==> src/rtl/rs_latch_driver_pkg.sv <==
// ============================================================================
// Module  : rs_latch_driver_pkg
// Desc    : Shared opcode constants and FSM state encoding for the latch driver.
// Rev     : 1.0 - initial release
// ============================================================================
`default_nettype none

package rs_latch_driver_pkg;

    localparam logic [1:0] OP_NOP = 2'b00;
    localparam logic [1:0] OP_SET = 2'b01;
    localparam logic [1:0] OP_RST = 2'b10;
    localparam logic [1:0] OP_ILL = 2'b11;

    localparam logic [2:0] ST_IDLE  = 3'd0;
    localparam logic [2:0] ST_SETUP = 3'd1;
    localparam logic [2:0] ST_PULSE = 3'd2;
    localparam logic [2:0] ST_HOLD  = 3'd3;
    localparam logic [2:0] ST_CHECK = 3'd4;

    function automatic logic is_timed_op(input logic [1:0] op);
        return (op == OP_SET) || (op == OP_RST);
    endfunction

endpackage

`default_nettype wire

==> src/rtl/cycle_timer.sv <==
// ============================================================================
// Module  : cycle_timer
// Desc    : Loadable 4-bit down-counter; o_tc is high while the count is zero.
// Rev     : 1.0 - initial release
// ============================================================================
`default_nettype none

module cycle_timer (
    input  logic       clk,
    input  logic       rst_n,
    input  logic       i_load,
    input  logic [3:0] i_load_val,
    output logic       o_tc
);

    logic [3:0] r_count;

    always_ff @(posedge clk or negedge rst_n) begin
        if (!rst_n) begin
            r_count <= 4'd0;
        end else if (i_load) begin
            r_count <= i_load_val;
        end else if (r_count != 4'd0) begin
            r_count <= r_count - 4'd1;
        end
    end

    assign o_tc = (r_count == 4'd0);

endmodule

`default_nettype wire

==> src/rtl/rs_latch_driver.sv <==
// ============================================================================
// Module  : rs_latch_driver
// Desc    : Sequences setup/pulse/hold on a gated RS latch and checks readback.
// Rev     : 1.0 - initial release
// ============================================================================
`default_nettype none

module rs_latch_driver
    import rs_latch_driver_pkg::*;
#(
    parameter int SETUP_CYC = 1,
    parameter int PULSE_CYC = 2,
    parameter int HOLD_CYC  = 1
) (
    input  logic       Clk,
    input  logic       Reset_n,
    input  logic       Req_valid,
    input  logic [1:0] Req_op,
    output logic       Req_ready,
    output logic       Lat_R,
    output logic       Lat_S,
    output logic       Lat_Enable,
    input  logic       Lat_Q,
    input  logic       Lat_Q_pr,
    output logic       Done,
    output logic       Err
);

    // Timer reload values: a state lasting N cycles counts N-1 down to zero.
    localparam logic [3:0] c_setup_ld = 4'(SETUP_CYC - 1);
    localparam logic [3:0] c_pulse_ld = 4'(PULSE_CYC - 1);
    localparam logic [3:0] c_hold_ld  = 4'(HOLD_CYC - 1);

    logic [2:0] r_state;
    logic [2:0] w_next_state;
    logic [1:0] r_op;
    logic       r_ready;
    logic       r_lat_r;
    logic       r_lat_s;
    logic       r_lat_en;
    logic       r_done;
    logic       r_err;

    logic       w_accept;
    logic       w_load;
    logic [3:0] w_load_val;
    logic       w_tc;
    logic       w_err_next;
    logic       w_drive;
    logic [1:0] w_op_next;

    cycle_timer u_cycle_timer (
        .clk        (Clk),
        .rst_n      (Reset_n),
        .i_load     (w_load),
        .i_load_val (w_load_val),
        .o_tc       (w_tc)
    );

    assign w_accept = (r_state == ST_IDLE) && r_ready && Req_valid;

    always_comb begin
        w_next_state = r_state;
        w_load       = 1'b0;
        w_load_val   = 4'd0;
        w_err_next   = 1'b0;
        case (r_state)
            ST_IDLE: begin
                if (w_accept) begin
                    if (is_timed_op(Req_op)) begin
                        w_next_state = ST_SETUP;
                        w_load       = 1'b1;
                        w_load_val   = c_setup_ld;
                    end else begin
                        w_next_state = ST_CHECK;
                        w_err_next   = (Req_op == OP_ILL);
                    end
                end
            end
            ST_SETUP: begin
                if (w_tc) begin
                    w_next_state = ST_PULSE;
                    w_load       = 1'b1;
                    w_load_val   = c_pulse_ld;
                end
            end
            ST_PULSE: begin
                if (w_tc) begin
                    w_next_state = ST_HOLD;
                    w_load       = 1'b1;
                    w_load_val   = c_hold_ld;
                end
            end
            ST_HOLD: begin
                // Readback is judged on the final HOLD edge, once the latch has settled.
                if (w_tc) begin
                    w_next_state = ST_CHECK;
                    w_err_next   = (Lat_Q != (r_op == OP_SET)) || (Lat_Q == Lat_Q_pr);
                end
            end
            ST_CHECK: begin
                w_next_state = ST_IDLE;
            end
            default: begin
                w_next_state = ST_IDLE;
            end
        endcase
    end

    // Outputs are decoded from the next state so they line up with the state itself.
    assign w_drive   = (w_next_state == ST_SETUP) || (w_next_state == ST_PULSE) ||
                       (w_next_state == ST_HOLD);
    assign w_op_next = w_accept ? Req_op : r_op;

    always_ff @(posedge Clk or negedge Reset_n) begin
        if (!Reset_n) begin
            r_state  <= ST_IDLE;
            r_op     <= OP_NOP;
            r_ready  <= 1'b0;
            r_lat_r  <= 1'b0;
            r_lat_s  <= 1'b0;
            r_lat_en <= 1'b0;
            r_done   <= 1'b0;
            r_err    <= 1'b0;
        end else begin
            r_state  <= w_next_state;
            if (w_accept) begin
                r_op <= Req_op;
            end
            r_ready  <= (w_next_state == ST_IDLE);
            r_lat_s  <= w_drive && (w_op_next == OP_SET);
            r_lat_r  <= w_drive && (w_op_next == OP_RST);
            r_lat_en <= (w_next_state == ST_PULSE);
            r_done   <= (w_next_state == ST_CHECK);
            r_err    <= w_err_next;
        end
    end

    assign Req_ready  = r_ready;
    assign Lat_R      = r_lat_r;
    assign Lat_S      = r_lat_s;
    assign Lat_Enable = r_lat_en;
    assign Done       = r_done;
    assign Err        = r_err;

endmodule

`default_nettype wire

==> config.mk <==
export PLATFORM = sky130hd
export DESIGN_NAME = rs_latch_driver
export DESIGN_NICKNAME = d
export VERILOG_FILES = /design/src/rtl/rs_latch_driver_pkg.sv /design/src/rtl/cycle_timer.sv /design/src/rtl/rs_latch_driver.sv
export SDC_FILE = /design/constraint.sdc
export NUM_CORES = 1
export LEC_CHECK = 0
export BUFFER_PORTS_ARGS = -buffer_cell sky130_fd_sc_hd__clkbuf_2
export CORE_AREA = 3 3 45 47
export CTS_CLUSTER_DIAMETER = 100
export DETAILED_ROUTE_END_ITERATION = 12
export DIE_AREA = 0 0 48 50
export GPL_ROUTABILITY_DRIVEN = 0
export PLACE_DENSITY = 0.71
export SLEW_MARGIN = 20
export SYNTH_ARGS = -nofsm -noshare
export SYNTH_HDL_FRONTEND = slang
export SYNTH_SLANG_ARGS = --single-unit
==> constraint.sdc <==
create_clock -name Clk -period 3.2 [get_ports Clk]
set_clock_uncertainty 0.05 [all_clocks]
set_input_delay 0.16 -clock Clk [delete_from_list [all_inputs] [get_ports Clk]]
set_output_delay 0.16 -clock Clk [all_outputs]
set_load 0.02 [all_outputs]
==> results of run 1 <==
[layer usage]
layer  global-route usage  routed length, um  up-vias
met2                0.225                724        9
met1                0.222                649      274
met3               0.0328                 47        2
li1                     -                  -      289
met5                    0                  0        -
met4               0.0538                 16        0
[through the flow]
stage	hold slack, ns	total power [mW]	setup slack, ns
final	0.117	0.860	1.62
after global routing	0.121	0.935	1.50
after CTS	0.114	0.868	1.62
after detailed placement	0.0441	0.761	1.65
after global placement	0.0362	0.748	1.67
after floorplan	-0.186	0.681	1.82
[area by class of cell]
type | instances | area, sq um | share of cell area
Multi-Input combinational cell | 48 | 413 | 0.443
Sequential cell | 15 | 375 | 0.403
Timing Repair Buffer | 13 | 70.1 | 0.0752
Clock buffer | 4 | 26.3 | 0.0282
Inverter | 7 | 26.3 | 0.0282
Tap cell | 17 | 21.3 | 0.0228
[flip-flops by register name, indices dropped and copies added, names as in the netlist]
signal,count
Lat_Enable,1
r_state,3
Lat_S,1
u_cycle_timer.r_count,4
Req_ready,1
Err,1
Done,1
r_op,2
Lat_R,1
[what timing repair did]
action / 4_1_cts / 5_1_grt
resized for setup: 0 / 0
hold buffers: 1 / 0
setup buffers: 0 / 0
hold endpoints to repair: 15 / 0
endpoints found under the setup margin: 0 / 0
[cells in the mapped netlist, drive strengths merged]
library cell / instances / share of area
nand4bb: 1 / 0.013
ha: 3 / 0.045
nand2b: 2 / 0.015
o21ba: 1 / 0.012
and4bb: 1 / 0.019
o211ai: 1 / 0.0090
a21o: 1 / 0.0090
a32o: 2 / 0.027
nand4b: 2 / 0.021
o21a: 1 / 0.0090
nor2b: 3 / 0.022
inv: 7 / 0.031
xnor2: 3 / 0.031
nand2: 1 / 0.0075
mux2: 2 / 0.027
o21ai: 2 / 0.012
o311ai: 1 / 0.010
dfrtp: 15 / 0.45
o32ai: 1 / 0.019
o2111ai: 1 / 0.010
nor3b: 2 / 0.031
nor2: 5 / 0.031
a21oi: 3 / 0.018
a211oi: 1 / 0.015
or2: 1 / 0.0075
nor3: 3 / 0.024
a2bb2oi: 1 / 0.010
nand3: 1 / 0.012
mux2i: 2 / 0.024
buf: 3 / 0.028
[report_power, final]
part	internal, mW	switching (mW)
Sequential	0.270	0.0999
Clock	0.0482	0.0592
Combinational	0.194	0.189
[worst max-delay path, cell delays in order, from the launching register on]
cell and delay, ns:
dfrtp_1 0.44, inv_1 0.10, ha_1 0.21, nor3b_4 0.36, mux2i_1 0.23, o21ba_1 0.13
[kinds of logic (layout without fill, tap and decap cells)]
group                    Yosys count  in the layout  share of synthesized area
multiplexers                       4              4                     0.0507
flip-flops                        15             15                      0.448
AND/OR/NAND/NOR                   22             22                      0.204
XOR/XNOR                           3              3                     0.0313
adder cells (fa/ha/maj)            3              3                     0.0448
AO/OA/AOI/OAI                     16             16                      0.161
buffers and inverters             10             24                     0.0597
[path summary, 6_finish.rpt]
check	endpoint	slack, ns	cells after the start
max in group asynchronous	r_op[0]$_DFF_PN0_	2.56	2
min in group asynchronous	u_cycle_timer.r_count[3]$_DFFE_PN0P_	0.27	2
max reg2reg	r_state[0]$_DFF_PN0_	1.62	5
min	r_op[0]$_DFF_PN0_	0.12	2
min reg2reg	r_op[1]$_DFF_PN0_	0.50	1
max	r_state[0]$_DFF_PN0_	1.62	5
==> results.tsv, run 1 <==
stage	metric	value	unit
sta	fin crit share	0.493	
setup_path	critical path class	flip-flop to flip-flop	
route	via count	574	
clocking	Clock Latency Late Sink	0.27	ns
grt	vias in the first global route	570	
worst_hold_path	hold_sp	Req_op[0]	
floorplanning	DIE HEIGHT	50	um
place	placed cell count	99	
clocking	CTS Buffer Depth	2	
route	post-route ant nets	0	
layout	# diodes	0	
setup_path	crit path from	u_cycle_timer.r_count[0]$_DFFE_PN0P_	
floorplanning	IO Count	13	
setup_path	Critical Path Sink Type	flip-flop	
sta	Final Max Tran Viols	0	
floorplanning	initial core utilization	0.496	
sta	Hold Fails Final Rpt	0	
run_status	status	completed	
grt	initial antenna violation count	0	
route	drt drc	0	
grt	GRT Util Overall	0.154	
sta	worst-margin pin slew	0.426	ns
worst_hold_path	Hold Path Class	input pin to flip-flop	
layout	number of fillers in the final layout	152	
flow_run	Max-Cap Viols	0	
route	Via density	5.52	
power	PwrDens	923	nW/um^2
floorplanning	total die area	2400	sq um
sta	Final setup viols	0	
synth	Post-Synthesis Net Count	83	
clocking	clock slew at reported path FFs	0.09	ns
layout	area grow syn2layout	11.2	%
clocking	root buffer cell	clkbuf_4	
setup_path	Worst Path Arrival	1.74	ns
synth	register area share after synthesis	0.448	
layout	Core Util, Final	0.552	
floorplanning	Core Region	1690	sq um
sta	Slew HR	0.714	
sta	setup TNS	0	ns
synth	post-synthesis cell area	838	sq um
grt	largest net degree at the start of global routing	16	
floorplanning	die width	48	um
layout	cell area after layout	932	sq um
setup_path	Req. time, crit path	3.37	ns
synth	number of synthesized register bits	15	
sta	Final min period	1.58	ns
layout	most frequent cells in the layout	15 x dfrtp_1, 12 x clkbuf_2, 7 x inv_1	
layout	Final Net Count	98	
place	post-DP HPWL	1110	um
power	peak supply drop	0.000405	V
setup_path	Setup crit start kind	flip-flop	
sta	unrepaired setup endpoints after global routing	no	
route	wire length per cell	13.8	um
place	dpl cell area	896	sq um
synth	Synth cell types	35	
layout	final std cells w/o fill	104	
clocking	CTS tree	built	
synth	Syn. warnings	0	
place	number of port buffers	12	
clocking	Sink Count	15	
layout	commonest non-fill, non-tap cell in the layout	dfrtp_1	
clocking	TritonCTS Buffers	3	
sta	Highest Clock Rate	0.634	GHz
setup_path	Critical R2R Launch	u_cycle_timer.r_count[0]$_DFFE_PN0P_	
setup_path	worst-path maximum fanout	8	
synth	Mapped Cells	73	
route	First-pass DRT Iterations	3	
clocking	H-tree depth	1	
floorplanning	Site Rows	15	
grt	global route overflow	0	
grt	first-pass GRT wire length	2660	um
power	LEAKAGE	0.437	nW
route	total wire length	1440	um
layout	layout cell share with drive strength beyond 1	0.287	
route	DRT iter0 DRCs	11	
synth	Avg Synthesized Cell Area	11.5	sq um
Power figures use the tool's default switching activity.
==> run 2: changes to the inputs <==
==> constraint.sdc (replaced) <==
create_clock -name Clk -period 1.5 [get_ports Clk]
set_clock_uncertainty 0.05 [all_clocks]
set_input_delay 0.075 -clock Clk [delete_from_list [all_inputs] [get_ports Clk]]
set_output_delay 0.075 -clock Clk [all_outputs]
set_load 0.02 [all_outputs]
==> run 2 against run 1 <==
Via count is 5.2% higher. Fmax is 10% higher. Worst hold slack worse by 0.090 ns. Core utilization is 4.8 points higher. Sequential power is 100% higher. Die area stayed put. Power is 130% higher. Largest power group unchanged. Highest routed layer unchanged.
==> results.tsv, run 2 (synthesized netlist as in run 1, its figures left out) <==
stage	metric	value	unit
run_status	status	completed	
clocking	CTS Buffer Depth	2	
sta	Highest Clock Rate	0.698	GHz
setup_path	Critical-path top delay cell	dfrtp_1	
grt	global route overflow	0	
route	Via density	5.35	
grt	GRT Util Overall	0.151	
route	wire length per cell	13.1	um
power	total power	1.99	mW
layout	most flop-heavy register	u_cycle_timer.r_count	
clocking	H-tree depth	1	
clocking	Clock Latency Late Sink	0.28	ns
route	DRT iter0 DRCs	8	
setup_path	critical path class	flip-flop to flip-flop	
route	via count	604	
grt	met2 global-route usage	0.247	
clocking	CTS tree	built	
setup_path	worst-path maximum fanout	8	
sta	unrepaired setup endpoints after global routing	yes	
worst_hold_path	Hold Path Class	input pin to flip-flop	
layout	# diodes	0	
setup_path	Req. time, crit path	1.67	ns
layout	most frequent cells in the layout	15 x dfrtp_1, 12 x clkbuf_2, 9 x buf_4	
place	Place WS	0.0324	ns
floorplanning	initial core utilization	0.496	
setup_path	crit-path max cell delay	0.41	ns
place	dpl cell area	933	sq um
clocking	TritonCTS Buffers	3	
sta	fin crit share	0.955	
grt	met3 track demand over resource	0.0219	
sta	Final setup viols	0	
sta	setup TNS	0	ns
grt	largest net degree at the start of global routing	16	
floorplanning	Core Region	1690	sq um
layout	Final Net Count	107	
floorplanning	Site Rows	15	
layout	Largest regs	u_cycle_timer.r_count: 4 flops, r_state: 3 flops, r_op: 2 flops	
route	total wire length	1480	um
setup_path	CP delay by family, top	flip-flops	
sta	worst-margin pin slew	0.380	ns
grt	vias in the first global route	634	
power	peak supply drop	0.000975	V
grt	initial antenna violation count	0	
clocking	Sink Count	15	
layout	commonest non-fill, non-tap cell in the layout	dfrtp_1	
route	drt drc	0	
route	post-route ant nets	0	
grt	GR Util met1	0.195	
setup_path	Critical path buffers and inverters	1	
place	post-DP HPWL	1100	um
sta	worst setup margin	0.0675	ns
sta	Final Max Tran Viols	0	
power	LEAKAGE	0.484	nW
floorplanning	DIE HEIGHT	50	um
setup_path	Setup crit start kind	flip-flop	
layout	layout cell share with drive strength beyond 1	0.396	
setup_path	Critical Path Sink Type	flip-flop	
place	number of port buffers	12	
power	PwrDens	1960	nW/um^2
flow_run	Max-Cap Viols	0	
floorplanning	total die area	2400	sq um
clocking	clock slew at reported path FFs	0.10	ns
setup_path	Worst Path Arrival	1.60	ns
sta	Hold Fails Final Rpt	0	
setup_path	crit path cell chain	inv_2 > ha_4 > nor3b_4 > mux2i_1 > o21ba_1	
grt	first-pass GRT wire length	2670	um
layout	area grow syn2layout	20.9	%
floorplanning	die width	48	um
clocking	root buffer cell	clkbuf_4	
grt	busiest grt layer	met2	
layout	cell area after layout	1010	sq um
route	First-pass DRT Iterations	4	
sta	Final min period	1.43	ns
sta	Slew HR	0.747	
layout	max FFs per register	4	
layout	number of fillers in the final layout	140	
floorplanning	IO Count	13	
sta	Hold WS	0.0271	ns
run 2: cell count changes in the layout (fill, tap and decap cells not counted):
cell | before | now
clkbuf_1 | 1 | 0
buf_4 | 0 | 9
inv_1 | 7 | 5
ha_4 | 0 | 1
ha_1 | 3 | 2
clkinv_2 | 0 | 1
inv_2 | 0 | 2
run 2: power breakdown:
group          internal [mW]  switching [mW]  total (mW)  leakage [nW]
logic                  0.535           0.473        1.01         0.276
clock network         0.0988           0.132       0.231        0.0177
registers              0.577           0.174       0.751         0.191
total                   1.21           0.779        1.99         0.484
run 2: area by class of cell:
| cell class | count | area, sq um | share of cell area |
|---|---|---|---|
| multi-input cells | 48 | 425 | 0.420 |
| flip-flops and latches | 15 | 375 | 0.370 |
| repair buffers | 22 | 138 | 0.136 |
| inverters | 7 | 26.3 | 0.0259 |
| clock buffers | 3 | 22.5 | 0.0222 |
| well taps | 17 | 21.3 | 0.0210 |
| clock inverters | 1 | 5.00 | 0.00494 |
run 2: layer usage:
metal / vias up / share of wire
met5: - / 0
met4: 0 / 0.0088
met3: 2 / 0.027
met2: 7 / 0.49
met1: 286 / 0.48
li1: 309 / -
run 2: path summary, 6_finish.rpt:
path	startpoint	to	slack, ns	depth (start not counted)
max	u_cycle_timer.r_count[0]$_DFFE_PN0P_	r_state[0]$_DFF_PN0_	0.07	5
min	Req_op[1]	r_op[1]$_DFF_PN0_	0.03	2
max reg2reg	u_cycle_timer.r_count[0]$_DFFE_PN0P_	r_state[0]$_DFF_PN0_	0.07	5
min reg2reg	r_state[2]$_DFF_PN0_	Req_ready$_DFF_PN0_	0.47	1
max in group asynchronous	Reset_n	r_op[0]$_DFF_PN0_	0.94	2
min in group asynchronous	Reset_n	u_cycle_timer.r_count[0]$_DFFE_PN0P_	0.17	2
run 2: per-stage QoR:
stage	cells	util
5_1_grt	113	0.600
6_report	113	0.600
3_3_place_gp	104	0.553
4_1_cts	110	0.581
2_1_floorplan	73	-
3_5_place_dp	104	0.553
run 2: repair_timing:
item / in CTS / in global routing
gates cloned: 0 / 0
hold endpoints to repair: 15 / 0
gates resized for setup: 1 / 3
setup endpoints to repair: 1 / 7
hold buffers: 1 / 0
buffers inserted: 1 / 3
pin swaps: 0 / 2
==> run 3: changes to the inputs <==
--- a/config.mk
+++ b/config.mk
@@ -12,6 +12,7 @@
 export DIE_AREA = 0 0 48 50
 export GPL_ROUTABILITY_DRIVEN = 0
 export PLACE_DENSITY = 0.71
+export RECOVER_POWER = 25
 export SLEW_MARGIN = 20
 export SYNTH_ARGS = -nofsm -noshare
 export SYNTH_HDL_FRONTEND = slang
==> run 3 against run 2 <==
Sequential power is essentially flat. Critical path depth is the same. Non-clock buffer count is the same. Final cell count is the same. Via count grew 0.17%. Routed wire length is essentially flat. Power is essentially flat. Combinational power is essentially flat.
==> results.tsv, run 3 (synthesized netlist as in run 1, its figures left out) <==
stage	metric	value	unit
run_status	status	completed	
clocking	root buffer cell	clkbuf_4	
setup_path	Req. time, crit path	1.67	ns
sta	fin crit share	0.955	
floorplanning	initial core utilization	0.496	
layout	max FFs per register	4	
power	Logic pwr share	0.507	
floorplanning	total die area	2400	sq um
place	number of port buffers	12	
sta	Hold Fails Final Rpt	0	
route	total wire length	1480	um
grt	first-pass GRT wire length	2670	um
setup_path	worst-path maximum fanout	8	
floorplanning	IO Count	13	
layout	commonest non-fill, non-tap cell in the layout	dfrtp_1	
clocking	Sink Count	15	
power	Net Sw Frac	0.392	
clocking	clock slew at reported path FFs	0.10	ns
route	Via density	5.35	
route	drt drc	0	
layout	number of fillers in the final layout	141	
layout	layout cell share with drive strength beyond 1	0.385	
sta	Final Max Tran Viols	0	
clocking	CTS tree	built	
layout	# diodes	0	
setup_path	Critical R2R Launch	u_cycle_timer.r_count[0]$_DFFE_PN0P_	
setup_path	critical path class	flip-flop to flip-flop	
setup_path	Critical Path Sink Type	flip-flop	
setup_path	Setup crit start kind	flip-flop	
floorplanning	die width	48	um
power	PwrDens	1970	nW/um^2
sta	Final setup viols	0	
clocking	Clock Latency Late Sink	0.28	ns
sta	Highest Clock Rate	0.698	GHz
power	internal power	1.21	mW
worst_hold_path	Hold Path Class	input pin to flip-flop	
grt	GRT Util Overall	0.151	
layout	Largest regs	u_cycle_timer.r_count: 4 flops, r_state: 3 flops, r_op: 2 flops	
route	via count	605	
layout	most flop-heavy register	u_cycle_timer.r_count	
floorplanning	DIE HEIGHT	50	um
grt	vias in the first global route	634	
sta	worst setup margin	0.0675	ns
sta	Final min period	1.43	ns
setup_path	FF-to-FF path depth	5	
power	register share of total power	0.378	
flow_run	Max-Cap Viols	0	
power	peak supply drop	0.000974	V
floorplanning	Core Region	1690	sq um
layout	area grow syn2layout	20.7	%
layout	most frequent cells in the layout	15 x dfrtp_1, 11 x clkbuf_2, 9 x buf_4	
sta	Slew HR	0.455	
layout	Final Net Count	107	
setup_path	Worst R2R End	r_state[0]$_DFF_PN0_	
sta	worst-margin pin slew	0.818	ns
clocking	CTS Buffer Depth	2	
setup_path	crit path to	r_state[0]$_DFF_PN0_	
place	post-DP HPWL	1100	um
power	switching component of the power	0.779	mW
sta	setup TNS	0	ns
route	First-pass DRT Iterations	4	
clocking	TritonCTS Buffers	3	
setup_path	Worst Path Arrival	1.60	ns
route	post-route ant nets	0	
sta	Hold WS	0.0271	ns
sta	unrepaired setup endpoints after global routing	yes	
clocking	H-tree depth	1	
grt	largest net degree at the start of global routing	16	
setup_path	setup slack, reg-to-reg	0.07	ns
floorplanning	Site Rows	15	
grt	initial antenna violation count	0	
power	LEAKAGE	0.481	nW
place	Place WS	0.0324	ns
grt	global route overflow	0	
setup_path	crit path from	u_cycle_timer.r_count[0]$_DFFE_PN0P_	
route	DRT iter0 DRCs	8	
power	Clk pwr share	0.116	
route	wire length per cell	13.1	um
## run 3: cell counts in the layout (fill, tap and decap cells not counted)
No cell type changed its count.
## run 3: critical path: stages, from the launching register on
cell and delay, ns:
dfrtp_1 0.41, inv_2 0.09, ha_4 0.14, nor3b_4 0.33, mux2i_1 0.22, o21ba_1 0.13
## run 3: worst min-delay path by stage
stage,end,slack [ns],cells after the start,start
after floorplan,Done$_DFF_PN0_,-0.27,0,Reset_n
after global placement,u_cycle_timer.r_count[2]$_DFFE_PN0P_,-0.04,1,Reset_n
after detailed placement,u_cycle_timer.r_count[0]$_DFFE_PN0P_,-0.04,1,Reset_n
after CTS,r_op[1]$_DFF_PN0_,0.02,2,Req_op[1]
after global routing,r_op[1]$_DFF_PN0_,0.03,2,Req_op[1]
final,r_op[1]$_DFF_PN0_,0.03,2,Req_op[1]
## run 3: what timing repair did
item | 4_1_cts | 5_1_grt
setup endpoints to repair | 1 | 7
pin swaps | 0 | 2
gates resized for setup | 1 | 3
hold buffers | 1 | 0
hold endpoints to repair | 15 | 0
buffers inserted | 1 | 3
## run 3: power groups by stage
stage | sequential, mW | combinational, mW | clock [mW]
after floorplan | 0.764 | 0.689 | 0
after global placement | 0.751 | 0.900 | 0
after detailed placement | 0.754 | 0.915 | 0
after CTS | 0.747 | 0.940 | 0.241
after global routing | 0.781 | 1.12 | 0.259
final | 0.751 | 1.01 | 0.231
## run 3: cell type report
type                            instances  area (sq um)  area share
Multi-Input combinational cell         48           425       0.420
Inverter                                7          26.3      0.0260
Timing Repair Buffer                   22           136       0.135
Tap cell                               17          21.3      0.0210
Clock buffer                            3          22.5      0.0222
Clock inverter                          1          5.00     0.00494
Sequential cell                        15           375       0.371
## run 3: stage by stage
stage               cells  instance area, sq um   util  power (mW)
CTS                   110                   981  0.581        1.93
floorplan              73                   838      -        1.45
global route          113                  1010  0.599        2.16
detailed placement    104                   933  0.553        1.67
global placement      104                   933  0.553        1.65
finish                113                  1010  0.599        1.99
## run 3: per-layer routing
layer  vias up  GRT usage  share of wire
met3         2     0.0219          0.027
met1       287      0.195           0.48
met4         0     0.0538         0.0088
li1        309          -              -
met5         -          0              0
met2         7      0.247           0.49
